### config.mk
export PLATFORM = sky130hd
export DESIGN_NAME = matrix_result_reader
export DESIGN_NICKNAME = d
export VERILOG_FILES = /design/src/rtl/matrix_result_reader.sv
export SDC_FILE = /design/constraint.sdc
export NUM_CORES = 1
export LEC_CHECK = 0
export ABC_AREA = 1
export CAP_MARGIN = 40
export CORE_MARGIN = 2
export CORE_UTILIZATION = 46
export CTS_CLUSTER_SIZE = 20
export DETAILED_ROUTE_END_ITERATION = 6
export PLACE_DENSITY = 0.87
export SYNTH_ARGS = -nofsm -noshare
export SYNTH_HDL_FRONTEND = slang
export SYNTH_SLANG_ARGS = --single-unit
### constraint.sdc
create_clock -name clk -period 2.8 [get_ports clk]
set_input_delay 0.56 -clock clk [delete_from_list [all_inputs] [get_ports clk]]
set_output_delay 0.56 -clock clk [all_outputs]
set_load 0.05 [all_outputs]
### src/rtl/matrix_result_reader.sv
// Unloads result matrix C from memory in row-major order onto a valid/ready stream.
// Optional: define READER_CHECKSUM_EN to add a 16-bit running checksum output.
module matrix_result_reader #(
    parameter int ROW       = 3,
    parameter int COLUMN    = 3,
    parameter int DATA_W    = 8,
    parameter int ADDR_W    = 6,
    parameter int BASE_ADDR = 0,
    localparam int RW = (ROW > 1) ? $clog2(ROW) : 1,
    localparam int CW = (COLUMN > 1) ? $clog2(COLUMN) : 1
) (
    input  logic              clk,
    input  logic              rst_n,
    input  logic              complete,
    output logic              mem_read,
    output logic [ADDR_W-1:0] mem_read_address,
    input  logic [DATA_W-1:0] mem_data,
    output logic              out_valid,
    input  logic              out_ready,
    output logic [DATA_W-1:0] out_data,
    output logic [RW-1:0]     out_row,
    output logic [CW-1:0]     out_col,
    output logic              out_last,
    output logic              busy,
    output logic              done
`ifdef READER_CHECKSUM_EN
    ,
    output logic [15:0]       checksum
`endif
);

    typedef enum logic [2:0] {
        IDLE = 3'd0,
        REQ  = 3'd1,
        WAIT = 3'd2,
        HOLD = 3'd3,
        DONE = 3'd4
    } state_t;

    localparam logic [RW-1:0] ROW_MAX = RW'(ROW - 1);
    localparam logic [CW-1:0] COL_MAX = CW'(COLUMN - 1);

    state_t              state_r, state_s;
    logic [RW-1:0]       row_r, row_s;
    logic [CW-1:0]       col_r, col_s;
    logic                mem_read_s;
    logic [ADDR_W-1:0]   addr_s;
    logic                out_valid_s;
    logic [DATA_W-1:0]   out_data_s;
    logic [RW-1:0]       out_row_s;
    logic [CW-1:0]       out_col_s;
    logic                out_last_s;
    logic                busy_s;
    logic                done_s;

    // Address arithmetic wraps modulo 2^ADDR_W.
    function automatic logic [ADDR_W-1:0] addr_of(input logic [RW-1:0] r, input logic [CW-1:0] c);
        return ADDR_W'(BASE_ADDR) + ADDR_W'(r) * ADDR_W'(COLUMN) + ADDR_W'(c);
    endfunction

    // Next-state and next-output computation; every output is registered from these.
    always_comb begin
        state_s     = state_r;
        row_s       = row_r;
        col_s       = col_r;
        mem_read_s  = 1'b0;
        addr_s      = mem_read_address;
        out_valid_s = out_valid;
        out_data_s  = out_data;
        out_row_s   = out_row;
        out_col_s   = out_col;
        out_last_s  = out_last;
        case (state_r)
            IDLE: begin
                if (complete) begin
                    state_s    = REQ;
                    row_s      = {RW{1'b0}};
                    col_s      = {CW{1'b0}};
                    mem_read_s = 1'b1;
                    addr_s     = addr_of({RW{1'b0}}, {CW{1'b0}});
                end else begin
                    state_s = IDLE;
                end
            end
            REQ: begin
                state_s = WAIT;
            end
            WAIT: begin
                out_data_s  = mem_data;
                out_valid_s = 1'b1;
                out_row_s   = row_r;
                out_col_s   = col_r;
                out_last_s  = (row_r == ROW_MAX) && (col_r == COL_MAX);
                state_s     = HOLD;
            end
            HOLD: begin
                if (out_ready) begin
                    out_valid_s = 1'b0;
                    if (out_last) begin
                        state_s = DONE;
                    end else begin
                        if (col_r == COL_MAX) begin
                            col_s = {CW{1'b0}};
                            row_s = row_r + 1'b1;
                        end else begin
                            col_s = col_r + 1'b1;
                        end
                        state_s    = REQ;
                        mem_read_s = 1'b1;
                        addr_s     = addr_of(row_s, col_s);
                    end
                end else begin
                    state_s = HOLD;
                end
            end
            DONE: begin
                if (!complete) begin
                    state_s = IDLE;
                end else begin
                    state_s = DONE;
                end
            end
            default: begin
                state_s = IDLE;
            end
        endcase
        busy_s = (state_s == REQ) || (state_s == WAIT) || (state_s == HOLD);
        done_s = (state_s == DONE);
    end

    // State, indices and all registered outputs.
    always_ff @(posedge clk) begin
        if (!rst_n) begin
            state_r          <= IDLE;
            row_r            <= {RW{1'b0}};
            col_r            <= {CW{1'b0}};
            mem_read         <= 1'b0;
            mem_read_address <= {ADDR_W{1'b0}};
            out_valid        <= 1'b0;
            out_data         <= {DATA_W{1'b0}};
            out_row          <= {RW{1'b0}};
            out_col          <= {CW{1'b0}};
            out_last         <= 1'b0;
            busy             <= 1'b0;
            done             <= 1'b0;
        end else begin
            state_r          <= state_s;
            row_r            <= row_s;
            col_r            <= col_s;
            mem_read         <= mem_read_s;
            mem_read_address <= addr_s;
            out_valid        <= out_valid_s;
            out_data         <= out_data_s;
            out_row          <= out_row_s;
            out_col          <= out_col_s;
            out_last         <= out_last_s;
            busy             <= busy_s;
            done             <= done_s;
        end
    end

`ifdef READER_CHECKSUM_EN
    // Running sum of accepted elements, restarted when a new unload begins.
    always_ff @(posedge clk) begin
        if (!rst_n) begin
            checksum <= 16'd0;
        end else if (state_r == IDLE && complete) begin
            checksum <= 16'd0;
        end else if (state_r == HOLD && out_ready) begin
            checksum <= checksum + 16'(out_data);
        end else begin
            checksum <= checksum;
        end
    end
`endif

endmodule

==> results by group <==
Clocking
  • Post-CTS resize count: 0
  • Num Clock Sinks: 28
  • Clk slew on worst S/H paths: 0.16 ns
  • CTS tree: built
  • Clk root buf: clkbuf_4
  • H-tree depth: 1
  • Cts hold-fix bufs: 0
  • Setup Fix Bufs, Post-CTS: 0
  • Total CTS buffers: 3
  • Clk_lat worst skew: 0.34 ns
  • Maximum root-to-sink buffer count: 2

Drt
  • ANT nets after route: 0
  • DRC: 0
  • DR WL/cell: 11.4 um
  • TritonRoute pass-1 iters: 4
  • Drt total wl: 2600 um
  • Vias post-DR: 1126
  • Routed vias/inst: 4.94
  • Detailed router's first-iteration violation count: 22

Worst hold path
  • Min-Delay Path Class: flip-flop to flip-flop

Timing
  • Tightest Pin Transition: 0.505 ns
  • Tcrit/Tclk final: 92.1%
  • Number of hold violations in the final report: 0
  • RSZ-0062 raised after global routing: no
  • Fin crit period: 2.58 ns
  • Setup Skew: 0.0149 ns
  • Rel. slew slack: 66.2%
  • Final Max Slew Viols: 0
  • FMAX: 388 MHz
  • # setup viols final: 0
  • Setup Total Neg Slack: 0 ns

Critical path
  • Slowest Stage Delay on Critical Path: 0.50 ns
  • Critical Path RT: 3.08 ns
  • Critical path arrival: 2.86 ns
  • CP cell instances: inv_1 > ha_1 > nand3_1 > nand2_1 > fa_1 > inv_1 > ha_1 > fa_1 > nand2_1 > and2_1 > nor2_1
  • WS Path Type: flip-flop to flip-flop
  • Max Fanout on Critical Path: 5
  • Crit path capture type: flip-flop
  • Slowest CP cell: fa_1
  • Worst Setup Start Kind: flip-flop

Die
  • I/O pin count: 35
  • Die width: 56.1 um
  • # rows: 18
  • Core area: 0.00252 sq mm
  • Initial Util: 49.5%
  • Die Area: 0.00315 sq mm
  • Die height: 56.1 um

Place
  • RePlAce Congestion: 0.901
  • Port Buffers: 32
  • Placed Instances: 224
  • Post-DP HPWL: 1940 um
  • Cell area after placement: 0.00156 sq mm

Synthesis
  • Most frequent cell after synthesis: nor2_1
  • Most instantiated cells after synthesis: nor2_1, nand2_1, dfxtp_1
  • Syn Inst Count: 168
  • Top-area cell type share of the netlist area: 44.9%
  • Dominant synthesized flop cell: dfxtp_1
  • Count of different cell masters after synthesis: 20
  • Yosys warns: 0
  • Syn Area/Cell: 7.43 sq um
  • Post-synth EDFFs: 0
  • Leading area contributor after synthesis: dfxtp_1
  • Sequential share of the synthesized area: 44.9%
  • Synthesized flop and latch total: 28
  • Largest cells by area after synthesis: dfxtp_1, nor2_1, nand2_1
  • Post-synthesis cell area: 0.00125 sq mm
  • FFs w/ async S/R, synth: 0%

GRT
  • Vias in the first global route: 1039
  • Total track usage: 17.5%
  • GRT Residual Overflow: 0
  • Largest net degree at the start of global routing: 18
  • Initial antenna violation count: 0
  • First-pass GRT wire length: 4490 um

Cells and area
  • Final Cell Area: 0.00162 sq mm
  • Nets: 215
  • Post-Layout Cell Count: 228
  • ANT cells: 0
  • Fraction of layout cells with a size suffix above 1: 5.56%
  • Fill cells: 214
  • Synth-to-layout area growth: 29.5%

Pwr
  • VDD IR max: 448 uV
  • Pwr per Cell Area: 651 mW/mm^2
  • Leakage power: 0.689 nW

Job
  • Max Cap Viol: 0

Run status
  • Status: finished clean
[stage by stage]
step	power (mW)	worst slack (ns)	utilization, %	hold WS (ns)
final	1.05	0.222	64.1	0.477
after global routing	1.10	0.0507	64.1	0.496
after CTS	1.06	0.226	64.1	0.479
after detailed placement	0.793	0.268	62.0	0.458
after global placement	0.782	0.360	62.0	0.450
after floorplan	0.702	0.421	-	0.460
[kinds of logic after synthesis]
kind of cell | Yosys count | share of synthesized area (%)
buf+inv | 23 | 8.82
simple gates | 88 | 31.2
other cells | 1 | 0.300
flops | 28 | 44.9
compound gates | 24 | 9.62
fa+ha+maj | 4 | 5.21
[final timing paths]
path	startpoint	end	slack, ns	cells past startpoint
max	row_r[0]	mem_read_address[2]	0.22	11
min reg2reg	out_valid	out_valid	0.48	2
min	out_valid	out_valid	0.48	2
max reg2reg	row_r[0]	mem_read_address[2]	0.22	11
[layout make-up]
class / instances / area (sq um) / share of cell area, %
flip-flops and latches: 28 / 561 / 34.7
repair buffers: 33 / 328 / 20.3
inverters: 15 / 56.3 / 3.48
multi-input cells: 118 / 582 / 36.0
well taps: 30 / 37.5 / 2.32
clock inverters: 1 / 30.0 / 1.86
clock buffers: 3 / 22.5 / 1.39
[routing by layer]
| metal | up-vias | wire length (um) | global-route usage (%) |
|---|---|---|---|
| met5 | - | 0 | 0 |
| met4 | 0 | 57 | 7.48 |
| met3 | 7 | 121 | 3.26 |
| met2 | 29 | 1260 | 30.9 |
| met1 | 508 | 1170 | 20.5 |
| li1 | 582 | - | - |
[worst max-delay path: cells and delay by family (launching register included)]
family | cells | cell delay (ns)
simple gates | 5 | 0.51
buf+inv | 2 | 0.14
flops | 1 | 0.39
fa+ha+maj | 4 | 1.48
[cells in the final DEF, fill, tap and decap left out]
cell / netlist / final
nor2_1: 34 / 34
nand2_1: 32 / 32
clkdlybuf4s50_1: 0 / 32
dfxtp_1: 28 / 28
inv_1: 14 / 14
o21ai_0: 14 / 14
nand3_1: 10 / 10
a21oi_1: 10 / 10
nand3b_1: 4 / 4
and2_1: 3 / 3
clkbuf_4: 0 / 3
nor2_2: 2 / 2
nand2_2: 2 / 2
fa_1: 2 / 2
ha_1: 2 / 2
conb_1: 1 / 2
nand3_4: 1 / 1
inv_2: 1 / 1
bufinv_16: 0 / 1
buf_4: 4 / 1
[state kept, by name, summed over array words and instances, names as in the netlist, 2 cells and up]
| register | flops |
|---|---|
| out_data | 8 |
| state_r | 3 |
| row_r | 2 |
| col_r | 2 |
| mem_read_address | 4 |
| out_col | 2 |
| out_row | 2 |
[report_power, final]
part           switching, mW  internal (mW)  total (mW)  leakage (nW)
registers             0.0218          0.436       0.458         0.230
clock network          0.124          0.145       0.269        0.0279
logic                  0.214          0.111       0.325         0.431
(Power assumes the default switching activity.)
==> RTL change 1, RTL diff (config.mk and constraints unchanged) <==
Re-encode `state_t` (5 states) as one-hot, 5 bits wide.
--- a/src/rtl/matrix_result_reader.sv
+++ b/src/rtl/matrix_result_reader.sv
@@ -30,10 +30,10 @@
 );
 
-    typedef enum logic [2:0] {
-        IDLE = 3'd0,
-        REQ  = 3'd1,
-        WAIT = 3'd2,
-        HOLD = 3'd3,
-        DONE = 3'd4
+    typedef enum logic [4:0] {
+        IDLE = 5'b00001,
+        REQ  = 5'b00010,
+        WAIT = 5'b00100,
+        HOLD = 5'b01000,
+        DONE = 5'b10000
     } state_t;
 
Function: no difference found for any inputs over 10 cycles, from zero or initial values and one cycle with rst_n low; not proved beyond that.
==> RTL change 1 against the unedited design <==
  * Design area is 6.4% higher
  * Setup slack better by 0.080 ns
  * Cell count is 8.8% higher
  * Total power is 14% lower
  * Routed wire length is 4.0% higher
  * Area after synthesis is 7.6% higher
  * Core utilization is 1.7 points lower
  * Combinational power is 43% lower
  * Sequential cell count is 2 higher
  * Critical path type unchanged
  * Critical endpoint unchanged
  * Largest cell class unchanged
  * Largest power group unchanged
==> RTL change 1: results (changes against the unedited design) <==
root_buffer: "clkbuf_4"
holdPathStages: 2  # unchanged
fin_worst_skew_ns: 0.007226  # -0.007638 ns
async_flop_share: 0  # unchanged
status: "finished clean"
gp_congestion: 0.8526  # -5.4%
largestRegisters: "out_data x8, state_r x5, mem_read_address x4"
grt_max_degree: 18  # unchanged
drt_iter0_drc: 47  # +110%
seqCellArea_um2: 600.6  # +7.1%
switchingPower_uw: 273.1  # -24%
worstMarginPinSlew_ns: 0.5287  # +0.02359 ns
port_buffers: 32  # unchanged
min-delay-path-class: "reg -> reg"
firstDrtPassIters: 4  # unchanged
clockBufferDepth: 2  # unchanged
ys_seq_area_frac: 0.4469  # -0.001970
cp.arrival_ns: 2.76  # -0.10 ns
grt_pass1_vias: 1144  # +10%
antenna_found_initial: 0  # unchanged
wl_per_cell_um: 10.92  # -4.4%
nets: 233  # +8.4%
dpl_cell_area_um2: 1660  # +6.2%
grt_first_pass_wirelength_mm: 4.616  # +2.9%
slowest_stage: "fa_1"
rr_worst_depth: 12  # +1
place_ws_ns: 0.1600  # -0.1082 ns
drive_gt1_frac: 0.08756  # +0.03200
setup_tns_ns: 0  # unchanged
synth_commonest_cells: "nor2_1, nand2_1, dfxtp_1"
cts_buffers: 5  # +2
hpwl_mm: 1.950  # +0.60%
dr_total_vias: 1203  # +6.8%
fill_cells: 261  # +22%
path_max_fanout: 3  # -2
synth_area_leaders: "dfxtp_1, nor2_1, nand2_1"
yosysWarnings: 0  # unchanged
p_leak_uw: 0.0007177  # +4.2%
ir_drop_uv: 451.8  # +0.80%
critPathMaxStageDelay_ns: 0.45  # -0.05 ns
antenna_cells: 0  # unchanged
post_cts_buffers: 0  # unchanged
clk_latency_ns: 0.32  # -0.02 ns
clkTransAtPathRegs_ns: 0.09  # -0.07 ns
synth_cell_types: 22  # +10%
ctsHtreeMaxLevel: 2  # +1
grt_usage: 0.1810  # +0.005777
synth_ff_type: "dfxtp_1"
RTL change 1: critical path: cells and delay by family (launching register included):
| kind | cells | cell delay (ns) |
|---|---|---|
| compound gates | 1 | 0.28 |
| flops | 1 | 0.36 |
| fa+ha+maj | 4 | 1.34 |
| buf+inv | 3 | 0.20 |
| simple gates | 4 | 0.27 |
RTL change 1: cell families after synthesis:
| logic type | synth area share |
|---|---|
| AOI/OAI and AO/OA | 0.08939 |
| adders and majority gates | 0.05773 |
| buffers and inverters | 0.08473 |
| DFF | 0.4469 |
| other | 0.002791 |
| and+or+nand+nor | 0.3184 |
RTL change 1: path summary, 6_finish.rpt:
path | slack [ns] | startpoint | end
worst min-delay path | 0.49 | mem_read_address[2]$_SDFFE_PN0P_ | mem_read_address[2]$_SDFFE_PN0P_
worst min register to register | 0.49 | mem_read_address[2]$_SDFFE_PN0P_ | mem_read_address[2]$_SDFFE_PN0P_
worst max register to register | 0.30 | row_r[0]$_SDFFE_PN0P_ | mem_read_address[2]$_SDFFE_PN0P_
worst max-delay path | 0.30 | row_r[0]$_SDFFE_PN0P_ | mem_read_address[2]$_SDFFE_PN0P_
RTL change 1: per-layer routing:
metal	vias up	routed length, um	GRT usage
li1	630	-	-
met5	-	0	0
met1	544	1195	0.1983
met2	27	1361	0.3166
met3	2	132	0.06920
met4	0	17	0.06645
RTL change 1: per-stage QoR:
stage                     hold WS (ns)  instances
after floorplan                 0.4755        184
final                           0.4870        248
after detailed placement        0.4705        240
after CTS                       0.4923        248
after global routing            0.5169        248
after global placement          0.4616        240
RTL change 1: power groups by stage:
stage          sequential [uW]  clock (uW)  combinational, uW
2_1_floorplan              500           0                105
3_3_place_gp               468           0                182
3_5_place_dp               468           0                185
4_1_cts                    458         276                186
5_1_grt                    461         292                210
6_report                   458         265                185
RTL change 1: layout make-up:
type,instances,share of cell area
clock inverter,1,0.002909
clock buffer,7,0.03200
tap,31,0.02255
inverter,16,0.03491
multi-input combinational,130,0.3680
sequential,30,0.3491
timing repair buffer,33,0.1905
RTL change 1: repair_timing:
action / in CTS / in global routing
endpoints found under the hold margin: 0 / 0
hold buffers: 0 / 0
gates resized for setup: 0 / 1
setup endpoints to repair: 0 / 1
==> RTL change 2, RTL diff (config.mk and constraints unchanged) <==
Without the edit above. `COLUMN`: 3 -> 2.
--- a/src/rtl/matrix_result_reader.sv
+++ b/src/rtl/matrix_result_reader.sv
@@ -3,5 +3,5 @@
 module matrix_result_reader #(
     parameter int ROW       = 3,
-    parameter int COLUMN    = 3,
+    parameter int COLUMN    = 2,
     parameter int DATA_W    = 8,
     parameter int ADDR_W    = 6,
Ports: changed (resized out_col); port bits go from 35 to 34. The function was not compared with the original's and may differ.
==> RTL change 2 against the unedited design <==
  * Via count fell by 30%
  * Sequential share of layout area rose by 2.4 points
  * Sequential cell count fell by 6
  * Setup slack improved by 0.46 ns
  * Area after synthesis fell by 29%
  * Routed wire length fell by 33%
  * Die area fell by 27%
  * Core utilization rose by 3.3 points
  * Design area fell by 26%
  * Total power fell by 35%
==> RTL change 2: results (changes against the unedited design) <==
multi_input_area_share: 0.3063  # -0.05359
nets: 154  # -28%
relSlewSlack: 0.6607  # -0.001482
cp.arrival_ns: 1.55  # -1.31 ns
dr_wl_met2_um: 851  # -32%
status: "finished clean"
clkTransAtPathRegs_ns: 0.12  # -0.04 ns
largestRegisters: "out_data x8, state_r x3"
signal_buffers: 30  # -9.1%
clock_tree_area_fraction: 0.01895  # -0.01356
synth_commonest_cells: "nor2_1, dfxtp_1, nand2_1"
drive_gt1_frac: 0.08633  # +0.03078
globalRouteMet2Util: 0.3280  # +0.01876
synthCells: 111  # -34%
drt_iter0_drc: 6  # -73%
drt_wl_total_mm: 1.750  # -33%
wl_per_cell_um: 10.67  # -6.5%
wl_met3_um: 91  # -25%
fill_cells: 158  # -26%
gp_congestion: 0.7310  # -19%
grt_usage: 0.1778  # +0.002636
wl_met1_um: 784  # -33%
hpwl_mm: 1.339  # -31%
synthAdderAreaFrac: 0.01410  # -0.03800
p_leak_uw: 0.0004730  # -31%
grt_pass1_vias: 681  # -34%
nNonClkInverters: 8  # -7
port_buffers: 30  # -6.3%
grt_max_degree: 17  # -1
ir_drop_uv: 337.0  # -25%
ys_seq_area_frac: 0.4965  # +0.04758
dpl_cell_area_um2: 1166  # -25%
power.density_nw_per_um2: 578.2  # -11%
synth_compound_area_frac: 0.1157  # +0.01946
## RTL change 2: kinds of logic (layout without fill, tap and decap cells)
kind of cell    after synthesis  count (layout)
compound gates               19              19
fa+ha+maj                     1               1
buf+inv                      15              41
flops                        22              22
other cells                   1               3
simple gates                 53              53
## RTL change 2: final timing paths
kind,cells after the start,startpoint,endpoint,slack [ns]
worst min register to register,2,out_col$_SDFFE_PN0P_,out_col$_SDFFE_PN0P_,0.50
worst max register to register,4,state_r[2]$_SDFF_PN0_,out_data[1]$_SDFFE_PN0P_,1.39
worst min-delay path,2,out_col$_SDFFE_PN0P_,out_col$_SDFFE_PN0P_,0.50
worst max-delay path,1,mem_read_address[0]$_SDFFE_PN0P_,mem_read_address[0],0.69
## RTL change 2: power breakdown
part | switching, uW | internal (uW)
clock | 86.4 | 50.1
combinational | 133 | 65.0
sequential | 15.4 | 337
total | 235 | 452
## RTL change 2: worst min-delay path, stage by stage (launching register included)
cell and delay, ns:
dfxtp_1 0.34, nand2_1 0.08, a21oi_2 0.05
